==> config.mk <==
export PLATFORM = sky130hd
export DESIGN_NAME = misr_response_analyzer
export DESIGN_NICKNAME = d
export VERILOG_FILES = /design/src/rtl/misr_response_analyzer.sv
export SDC_FILE = /design/constraint.sdc
export NUM_CORES = 1
export LEC_CHECK = 0
export BUFFER_PORTS_ARGS = -buffer_cell sky130_fd_sc_hd__buf_2
export CORE_ASPECT_RATIO = 1.25
export CORE_MARGIN = 2
export CORE_UTILIZATION = 49
export CTS_CLUSTER_DIAMETER = 60
export DETAILED_ROUTE_END_ITERATION = 12
export PLACE_DENSITY = 0.84
export SETUP_SLACK_MARGIN = 0.05
export SYNTH_ARGS = -nofsm -noshare
export SYNTH_HDL_FRONTEND = slang
export SYNTH_SLANG_ARGS = --single-unit
==> constraint.sdc <==
create_clock -name clock -period 4.8 [get_ports clock]
set_input_delay 0 -clock clock [delete_from_list [all_inputs] [get_ports clock]]
set_output_delay 0 -clock clock [all_outputs]
set_load 0.005 [all_outputs]
==> src/rtl/misr_response_analyzer.sv <==
// misr_response_analyzer
//   Output-response analyzer for the BIST chain. Compacts one CUT response
//   word per enabled clock into a Galois MISR over PATTERNS words, then
//   compares the final signature against a golden value.
//
// Ports
//   clock      rising-edge system clock
//   rst        asynchronous reset, active low
//   start      session start pulse (seeds the MISR, clears count)
//   abort      cancel session, back to IDLE; wins over start
//   en         qualifies resp; one word compacted per cycle with en=1
//   poly       MISR feedback polynomial
//   seed       initial signature, loaded on start
//   resp       CUT response word
//   golden     expected final signature, sampled in COMPARE
//   signature  current MISR contents
//   count      responses compacted in this session
//   busy       high in COMPACT and COMPARE
//   done       high in DONE
//   pass       signature==golden, meaningful only while done=1
module misr_response_analyzer #(
  parameter int WIDTH    = 8,
  parameter int PATTERNS = 8,
  parameter int CNT_W    = 4
) (
  input  logic             clock,
  input  logic             rst,
  input  logic             start,
  input  logic             abort,
  input  logic             en,
  input  logic [WIDTH-1:0] poly,
  input  logic [WIDTH-1:0] seed,
  input  logic [WIDTH-1:0] resp,
  input  logic [WIDTH-1:0] golden,
  output logic [WIDTH-1:0] signature,
  output logic [CNT_W-1:0] count,
  output logic             busy,
  output logic             done,
  output logic             pass
);

  typedef enum logic [1:0] {IDLE, COMPACT, COMPARE, DONE} state_t;

  localparam logic [CNT_W-1:0] LAST = CNT_W'(PATTERNS - 1);

  state_t           state, state_nxt;
  logic [WIDTH-1:0] sig_nxt;
  logic             load, shift;

  // Galois MISR step: shift toward MSB, fold poly back in when MSB falls out
  always_comb begin
    sig_nxt = {signature[WIDTH-2:0], 1'b0} ^ (signature[WIDTH-1] ? poly : '0) ^ resp;
  end

  always_comb begin
    state_nxt = state;
    load      = 1'b0;
    shift     = 1'b0;
    if (abort) begin
      state_nxt = IDLE;
    end else begin
      case (state)
        IDLE, DONE: if (start) begin
          load      = 1'b1;
          state_nxt = COMPACT;
        end
        COMPACT: if (en) begin
          shift = 1'b1;
          if (count == LAST) state_nxt = COMPARE;
        end
        COMPARE: state_nxt = DONE;
        default: state_nxt = IDLE;
      endcase
    end
  end

  always_ff @(posedge clock or negedge rst) begin
    if (!rst) state <= IDLE;
    else      state <= state_nxt;
  end

  // busy/done are registered copies of the next state so outputs carry no
  // combinational path from inputs. signature/count are left untouched on
  // abort so the partial result stays visible for debug.
  always_ff @(posedge clock or negedge rst) begin
    if (!rst) begin
      signature <= '0;
      count     <= '0;
      busy      <= 1'b0;
      done      <= 1'b0;
      pass      <= 1'b0;
    end else begin
      if (load) begin
        signature <= seed;
        count     <= '0;
      end else if (shift) begin
        signature <= sig_nxt;
        count     <= count + CNT_W'(1);
      end
      busy <= (state_nxt == COMPACT) || (state_nxt == COMPARE);
      done <= (state_nxt == DONE);
      if (abort || load)          pass <= 1'b0;
      else if (state == COMPARE)  pass <= (signature == golden);
    end
  end

endmodule

==> results.md <==
- Setup repair after global routing missed its margin: false
- Routed Antenna Nets: 0
- Total wire length after detailed routing: between 2000 and 3000 µm
- Core footprint: 2140 µm²
- Design area: 1390 µm²
- Antenna violations before repair: 0
- Die Y-Extent: 56.5 µm
- Total clock buffers created by CTS: 3
- Global-route wire length before repair: 4240 µm
- Worst hold margin: approximately 24 ps
- Complex-gate fraction of the synthesized area: 0.186
- Peak clock frequency supported by timing: 0.562 GHz
- Worst slew margin: 0.655
- Worst Setup Path Type: flip-flop to flip-flop
- Cell Pwr Density: 305 nW/µm²
- Yosys warnings: 0
- Vias in the first global route: 1037
- Required arrival time at the worst endpoint: 4980 ps
- Xor and xnor fraction of the mapped netlist area: 0.178
- Post-synthesis instance area: 1080 µm²
- Main combinational cell family by area after synthesis: compound AO/OA/AOI/OAI gates
- Share of the cycle needed by the critical path after routing: 0.371
- Clk sinks: 17
- GRT Overall Usage: 0.221
- Largest area contributor in the netlist: dfrtp_1
- Arrival time at the worst endpoint: 1960 ps
- Level count of the clock H-tree: 1
- Crit path launch type: flip-flop
- Drt pass-1 iters: 4
- Total placed instance area: 1350 µm²
- Critical Path Fanout Max: 7
- Overall power: 0.422 mW
- Number of nets at the end of the flow: ~210
- Largest net degree at the start of global routing: 18
- Setup skew after layout: 4.04 ps
- Final number of setup-violating endpoints: 0
- Wirelength per Cell: 14.4 µm
- Ports placed on the boundary: 52
- Ratio of cells with drive above 1 in the final layout: 0.347
- Count of final max-slew check failures: 0
- Worst supply voltage drop on vdd: 0.000218 V
- TritonCTS clock tree: done
- Clk Latency, worst-skew pair: 290 ps
- Number of instances in the synthesized netlist: 113
- Cell variety after synth: 32
- Initial Util: 0.506
- Number of register bits inferred by synthesis: 17
- Weighted congestion at the end of routability-driven global placement: 0.832
- Leakage Power: 0.662 nW
- Antenna diode count: 0
- Avg Cell Area, Syn: 9.58 µm²
- Area Overhead vs Synth: 28.0%
- Arithmetic-cell share of the synthesized area counting full adders, half adders and majority gates: 0.0462
- Average via count per standard cell: just under 6
- Clock tree buffer depth: 2
- Outcome: completed
- PortBufs: between 50 and 60
- Crit path time final: 1780 ps
- Final-layout setup total negative slack: 0 ps
- Fraction of post-synthesis cell area in the top cell type by area: 0.393
- Filler Cell Count: ~190
- Final routed DRC violation total: 0
- Worst-Margin Slew: around 520 ps
- Maxcap violations: 0
- Vias post-DR: about 1100
- Initial DRC Count: 32
- Number of hold-slack violations in the final timing report: 0
- Total Die Area: 2600 µm²
- Std-Cell Rows: 19
- Share of the yosys chip area belonging to registers: 0.393
- Width of the die: roughly 46 µm
- Remaining global-route overflow: 0
- End-of-flow core utilization: 0.647
- Number of nets in the synthesized netlist: 154
- Crit end category: flip-flop
- Reg clk slew, reported paths: 100 ps
- Placed wire-length estimate: 2140 µm
- Post CTS Setup Buffer Count: 0
- Biggest area contributors in the synthesized netlist: dfrtp_1 (39%), xnor2_1 (11%), xor2_1 (7.3%)
- Post-synthesis share of cell area spent on and, or, nand and nor gates: 0.162
- Buffer cell driving the clock tree root: clkbuf_4
- Worst Hold Class: input port to flip-flop
- Multiplexer fraction of the synthesized cell area: 0.0104
[Yosys cell counts, drive strengths merged]
master  number
o22a         6
a21o         2
nand4b       1
nand4        1
clkbuf       1
o31ai        1
inv          3
buf          1
a22o         1
a41oi        1
a221o        1
nor2        10
dfrtp       17
nand2       12
o21ai        5
nor4         2
xnor2       13
nor3b        1
nand2b       1
a22oi        1
nand3b       1
a211oi       1
ha           4
xor2         9
a311oi       1
and2         2
nor3         3
a21oi       10
mux2         1
[sequential cells by signal (all words and copies together), names as in the netlist]
name       cells
done           1
pass           1
signature      8
busy           1
count          4
state          2
[cells in the final DEF (no fill, tap or decap), drive strengths merged, types with 2 or more instances in the layout]
| master | Yosys | routed |
|---|---|---|
| and2 | 2 | 2 |
| o21ai | 5 | 5 |
| dfrtp | 17 | 17 |
| nor4 | 2 | 2 |
| clkbuf | 1 | 4 |
| a21oi | 10 | 10 |
| a21o | 2 | 2 |
| xor2 | 9 | 9 |
| ha | 4 | 4 |
| o22a | 6 | 6 |
| inv | 3 | 3 |
| nor2 | 10 | 10 |
| nor3 | 3 | 3 |
| xnor2 | 13 | 13 |
| nand2 | 12 | 12 |
| buf | 1 | 51 |
[worst paths after layout]
path | start | endpoint | slack, ps | cells past startpoint
setup reg to reg | state[0] | busy | 3020 | 5
setup / recovery | state[0] | busy | 3020 | 5
hold / removal | seed[0] | signature[0] | 20 | 3
min in group asynchronous | rst | count[0] | 140 | 2
hold reg to reg | count[3] | count[3] | 540 | 1
max in group asynchronous | rst | signature[2] | 4390 | 2
[layer usage]
layer | GRT usage | part of all wire | wire length (µm) | vias up
met5 | 0 | 0 | 0 | -
met4 | 0.110 | 0.019 | 52 | 0
met3 | 0.0289 | 0.078 | 213 | 6
met2 | 0.385 | 0.51 | 1390 | 62
met1 | 0.249 | 0.39 | 1060 | 504
li1 | - | - | - | 512
[what timing repair did]
item	in CTS	in global routing
endpoints found under the hold margin	17	0
gates resized for setup	0	0
hold buffers	1	0
[final cells by class]
type | count | area [µm²] | share of cell area
multi-input combinational | 91 | 631 | 0.455
inverter | 3 | 11.3 | 0.00813
tap | 21 | 26.3 | 0.0190
sequential | 17 | 425 | 0.307
timing repair buffer | 52 | 265 | 0.192
clock buffer | 4 | 26.3 | 0.0190
[critical path: stages, from the launching register on]
cell,delay (ps)
dfrtp_1,360
inv_1,60
ha_1,390
nand2b_1,190
a311oi_1,380
ha_1,290
[kinds of logic (layout without fill, tap and decap cells)]
kind of cell | count (synthesis) | count (layout)
simple gates | 34 | 34
compound gates | 30 | 30
xor+xnor | 22 | 22
flops | 17 | 17
buf+inv | 5 | 59
fa+ha+maj | 4 | 4
mux | 1 | 1
[stage by stage]
stage / setup slack [ps] / std cells
global route: 2910 / 188
CTS: 3020 / 188
floorplan: 3190 / 113
global placement: 3130 / 183
finish: 3020 / 188
detailed placement: 3030 / 183
[power breakdown]
part | switching (mW) | total (mW) | internal [mW]
Sequential | 0.0300 | 0.193 | 0.163
Combinational | 0.0702 | 0.152 | 0.0822
Clock | 0.0448 | 0.0772 | 0.0324
Total | 0.145 | 0.422 | 0.277
Note: power is estimated with default switching activity, not from simulation.
